$ cat config.mk
export PLATFORM = sky130hd
export DESIGN_NAME = ksa_shuffle
export DESIGN_NICKNAME = d
export VERILOG_FILES = /design/src/rtl/rc4_pkg.sv /design/src/rtl/ksa_key_sel.sv /design/src/rtl/ksa_shuffle.sv
export SDC_FILE = /design/constraint.sdc
export NUM_CORES = 1
export LEC_CHECK = 0
export CORE_AREA = 2 2 74 76
export CTS_CLUSTER_SIZE = 40
export DETAILED_ROUTE_END_ITERATION = 12
export DIE_AREA = 0 0 76 78
export PLACE_DENSITY = 0.89
export SETUP_SLACK_MARGIN = 0.2
export SLEW_MARGIN = 40
export SYNTH_ARGS = -nofsm -noshare
export SYNTH_HDL_FRONTEND = slang
export SYNTH_SLANG_ARGS = --single-unit
$ cat constraint.sdc
create_clock -name clk -period 4.1 [get_ports clk]
set_clock_uncertainty 0.1 [all_clocks]
set_input_delay 0.82 -clock clk [delete_from_list [all_inputs] [get_ports clk]]
set_output_delay 0.82 -clock clk [all_outputs]
set_load 0.02 [all_outputs]
$ cat src/rtl/rc4_pkg.sv
// rc4_pkg: shared RC4 constants, KSA state encoding and sizing helpers.
package rc4_pkg;

    localparam int S_SIZE             = 256;
    localparam int DEFAULT_KEY_LENGTH = 3;
    // Cycles from a registered RAM address to valid q; the KSA FSM is built around 1.
    localparam int RAM_RD_LATENCY     = 1;

    typedef enum logic [2:0] {
        IDLE, RD_I, LATCH_I, RD_J, LATCH_J, WR_I, WR_J, DONE
    } ksa_state_t;

    function automatic int kidx_w(input int n);
        return (n > 1) ? $clog2(n) : 1;
    endfunction

endpackage

$ cat src/rtl/ksa_key_sel.sv
// ksa_key_sel: selects key byte kidx from secret_key, byte 0 being the most significant.
module ksa_key_sel
    import rc4_pkg::*;
#(
    parameter int KEY_LENGTH = DEFAULT_KEY_LENGTH,
    localparam int KW = kidx_w(KEY_LENGTH)
) (
    input  logic [8*KEY_LENGTH-1:0] secret_key,
    input  logic [KW-1:0]           kidx,
    output logic [7:0]              key_byte
);

    always_comb begin
        key_byte = '0;
        for (int k = 0; k < KEY_LENGTH; k++)
            if (kidx == KW'(k)) key_byte = secret_key[8*(KEY_LENGTH-1-k) +: 8];
    end

endmodule

$ cat src/rtl/ksa_shuffle.sv
// ksa_shuffle: RC4 key-scheduling swap pass over a 256x8 single-port S RAM.
module ksa_shuffle
    import rc4_pkg::*;
#(
    parameter int KEY_LENGTH = DEFAULT_KEY_LENGTH
) (
    input  logic                    clk,
    input  logic                    reset,
    input  logic                    start,
    input  logic [8*KEY_LENGTH-1:0] secret_key,
    input  logic [7:0]              q,
    output logic [7:0]              address,
    output logic [7:0]              data,
    output logic                    wren,
    output logic                    busy,
    output logic                    done
);

    localparam int KW = kidx_w(KEY_LENGTH);

    ksa_state_t     state_q, state_d;
    logic [7:0]     i_q, i_d, j_q, j_d, si_q, si_d, sj_q, sj_d;
    logic [KW-1:0]  kidx_q, kidx_d;
    logic [7:0]     key_byte;

    ksa_key_sel #(.KEY_LENGTH(KEY_LENGTH)) u_key_sel (
        .secret_key (secret_key),
        .kidx       (kidx_q),
        .key_byte   (key_byte)
    );

    always_ff @(posedge clk or posedge reset) begin
        if (reset) begin
            state_q <= IDLE;
            i_q     <= '0;
            j_q     <= '0;
            si_q    <= '0;
            sj_q    <= '0;
            kidx_q  <= '0;
        end else begin
            state_q <= state_d;
            i_q     <= i_d;
            j_q     <= j_d;
            si_q    <= si_d;
            sj_q    <= sj_d;
            kidx_q  <= kidx_d;
        end
    end

    // RAM outputs are decoded from state so an async reset drops wren at once.
    always_comb begin
        state_d = state_q;
        i_d     = i_q;
        j_d     = j_q;
        si_d    = si_q;
        sj_d    = sj_q;
        kidx_d  = kidx_q;
        address = '0;
        data    = '0;
        wren    = 1'b0;
        case (state_q)
            IDLE: if (start) begin
                state_d = RD_I;
                i_d     = '0;
                j_d     = '0;
                kidx_d  = '0;
            end
            RD_I: begin
                address = i_q;
                state_d = LATCH_I;
            end
            LATCH_I: begin
                si_d    = q;
                j_d     = j_q + q + key_byte;
                state_d = RD_J;
            end
            RD_J: begin
                address = j_q;
                state_d = LATCH_J;
            end
            LATCH_J: begin
                sj_d    = q;
                state_d = WR_I;
            end
            WR_I: begin
                address = i_q;
                data    = sj_q;
                wren    = 1'b1;
                state_d = WR_J;
            end
            WR_J: begin
                address = j_q;
                data    = si_q;
                wren    = 1'b1;
                i_d     = i_q + 8'd1;
                kidx_d  = (kidx_q == KW'(KEY_LENGTH-1)) ? '0 : kidx_q + KW'(1);
                state_d = (i_q == 8'(S_SIZE-1)) ? DONE : RD_I;
            end
            DONE:    state_d = IDLE;
            default: state_d = IDLE;
        endcase
    end

    assign busy = (state_q != IDLE) && (state_q != DONE);
    assign done = (state_q == DONE);

endmodule

==> results_dict.tcl <==
set metrics [dict create \
    grt_pass1_vias 2206 \
    postCtsHoldBufs 0 \
    via_per_inst 5.618 \
    yosysMostFrequentCell "nand2_1" \
    synth_fa_ha_area_share_pct 9.778 \
    max_slew.worst_pin.slew_ns 0.8048 \
    async_reset_ff_share_pct 100.0 \
    area.growth.synth_to_final_pct 25.33 \
    drive_gt1_share_pct 6.402 \
    synth_top_family_by_area "simple AND/OR/NAND/NOR gates" \
    dieArea_mm2 0.005928 \
    power.density_mw_per_mm2 728.7 \
    min_period_over_period_pct 88.00 \
    status "finished, final reports clean" \
    critPathLaunch "state_q[0]$_DFFE_PP0P_" \
    route.vias.total 2236 \
    clkSinkCount 37 \
    rr_endpoint "j_q[7]$_DFFE_PP0P_" \
    rrSetupSlack_ns 0.64 \
    clkLatencyLatePin_ns 0.29 \
    end_kind "primary output" \
    cts-buffers-inserted 5 \
    muxShareOfSynthArea_pct 9.185 \
    synth-main-ff-cell "dfrtp_1" \
    track_usage_pct 22.21 \
    synth_xor_area_share_pct 1.728 \
    synth_nets 334 \
    synth_commonest_cells "nand2_1, dfrtp_1, o21ai_0" \
    synth-compound-area-share_pct 16.64 \
    grt_overflow 0 \
    hold_viol 0 \
    worstPathArrival_ns 2.69 \
    nets 378 \
    clk_pin_slew_ns 0.07 \
    crit_fanout 16 \
    final-setup-viol-count 0 \
    io_pins 54 \
    io_buffers 53 \
    initial_core_util_pct 50.25 \
    wl_per_cell_um 15.58 \
    hpwlAfterDp_um 4643 \
    worst_setup_path_start_kind "flop" \
    htree_levels 2 \
    rsz0062_at_grt "no" \
    diodes 0 \
    drt_iter0_markers 144 \
    rr_worst_depth 12 \
    synth-edff-count 0 \
    path_cells "and2b_1, nand2_1, o21ai_0, clkdlybuf4s50_1" \
    ant_nets 0 \
    avgSynthCellArea_um2 8.921 \
    cts_setup_buffers 0 \
    report.final.slew_viol_count 0 \
    grt_pass1_wl_um 10540 \
    drc 0 \
    finalCriticalPeriod_ns 3.608 \
    syn-cell-area_mm2 0.002534 \
    final_core_util_pct 62.98 \
    grt_antenna_before_repair 0 \
    die_h_um 78 \
    ys_ff_latch 37 \
    required_ns 3.18 \
    seq_area_frac_synth_pct 36.54 \
    cts_tree "built" \
    maxCapViolations 0 \
    clk_path_buf_depth 2 \
    row_count 26 \
    r2r_start "kidx_q[1]$_DFFE_PP0P_" \
    cts_resized 0 \
    relSlewSlack_pct 46.24 \
    hp-class "flop to flop" \
    ys_warn_count 0 \
    slowest_stage "clkdlybuf4s50_1" \
    endpoint "address[6]" \
    grt_max_degree 26 \
    power.leakage_uw 0.001343 \
    firstDrtPassIters 5 \
    drt_wl_total_um 6201 \
    cts.root.buffer_cell "clkbuf_8" \
    yosysTopAreaCellShare_pct 36.54 \
    totalNegativeSetupSlack_ns 0 \
    synth_top_cell_by_area "dfrtp_1" \
    fmax_mhz 277.2 \
    core_mm2 0.005042 \
    synth_cells 284 \
    ir_drop_v 0.0003373 \
    crit_type "flop to primary output" \
    max_stage_delay_ns 0.64 \
    gp_congestion 0.8567 \
    synthSimpleGateAreaFrac_pct 20.69 \
    ys_types 43 \
    synthTopCellsByArea "dfrtp_1, nand2_1, fa_1, o21ai_0, mux2i_1" \
    die_x_um 76 \
]
==> sequential cells by signal (all words and copies together), names as in the netlist <==
| signal | cells |
|---|---|
| si_q | 8 |
| i_q | 8 |
| kidx_q | 2 |
| state_q | 3 |
| sj_q | 8 |
| j_q | 8 |
==> final cells by class <==
type                       instances  area [um^2]
clock buffer                       7        86.33
fill                             417         1867
inverter                          16        60.06
multi-input combinational        213         1470
sequential                        37        925.9
tap                               70        87.58
timing repair buffer              55        545.5
==> worst max-delay path: cells and delay by family, from the launching register on <==
| family | cells | cell delay, ns |
|---|---|---|
| AO/OA/AOI/OAI | 1 | 0.29 |
| flip-flops | 1 | 0.57 |
| AND/OR/NAND/NOR | 2 | 0.89 |
| buffers and inverters | 1 | 0.64 |
==> cell families (layout without fill, tap and decap cells) <==
group | count (synthesis) | after routing
AO/OA/AOI/OAI | 64 | 64
XOR/XNOR | 5 | 5
multiplexers | 22 | 22
AND/OR/NAND/NOR | 107 | 107
buffers and inverters | 34 | 78
flip-flops | 37 | 37
adder cells (fa/ha/maj) | 15 | 15
==> worst min path at each step <==
stage	cells past startpoint	endpoint	slack, ns	start
floorplan	2	si_q[0]$_DFFE_PP0P_	0.35	si_q[0]$_DFFE_PP0P_
global placement	2	si_q[4]$_DFFE_PP0P_	0.36	si_q[4]$_DFFE_PP0P_
detailed placement	2	si_q[5]$_DFFE_PP0P_	0.37	si_q[5]$_DFFE_PP0P_
CTS	2	si_q[6]$_DFFE_PP0P_	0.39	si_q[6]$_DFFE_PP0P_
global route	2	si_q[7]$_DFFE_PP0P_	0.41	si_q[7]$_DFFE_PP0P_
finish	2	si_q[6]$_DFFE_PP0P_	0.38	si_q[6]$_DFFE_PP0P_
==> metrics by stage <==
step                      cells  total power (uW)  setup slack [ns]  hold WS, ns  cell area (um^2)
after CTS                   398              2310            0.5150       0.3865              3176
after global placement      391              1965            0.4968       0.3597              3089
after floorplan             284              1680            0.9151       0.3461              2534
after global routing        398              2510            0.3254       0.4150              3176
after detailed placement    391              2047            0.3770       0.3696              3089
final                       398              2314            0.4922       0.3828              3176
==> per-layer routing <==
metal | wire [um] | GRT usage (%)
met4 | 46 | 6.182
met5 | 0 | 0
met3 | 321 | 3.023
met2 | 3137 | 38.21
met1 | 2696 | 29.59
==> where the power goes <==
| group | internal [uW] | switching (uW) |
|---|---|---|
| Clock | 133 | 124 |
| Sequential | 510 | 212 |
| Combinational | 634 | 700 |
| Total | 1280 | 1040 |
==> placed cells by master, fill, tap and decap left out, types with 3 or more instances in the layout <==
master	Yosys	final
a22oi_1	8	8
nor3_1	3	3
nand2_1	52	52
inv_1	16	15
o21ai_0	25	25
clkbuf_8	0	6
a22o_1	11	11
nand4_1	5	5
nand2b_1	5	5
fa_1	8	8
nand3_1	4	4
mux2i_1	12	12
a21oi_1	8	8
nor2_1	8	8
nor2b_1	16	16
ha_1	7	7
xnor2_1	3	3
mux2_2	10	10
clkdlybuf4s50_1	0	53
dfrtp_1	37	37
(Power assumes the default switching activity.)
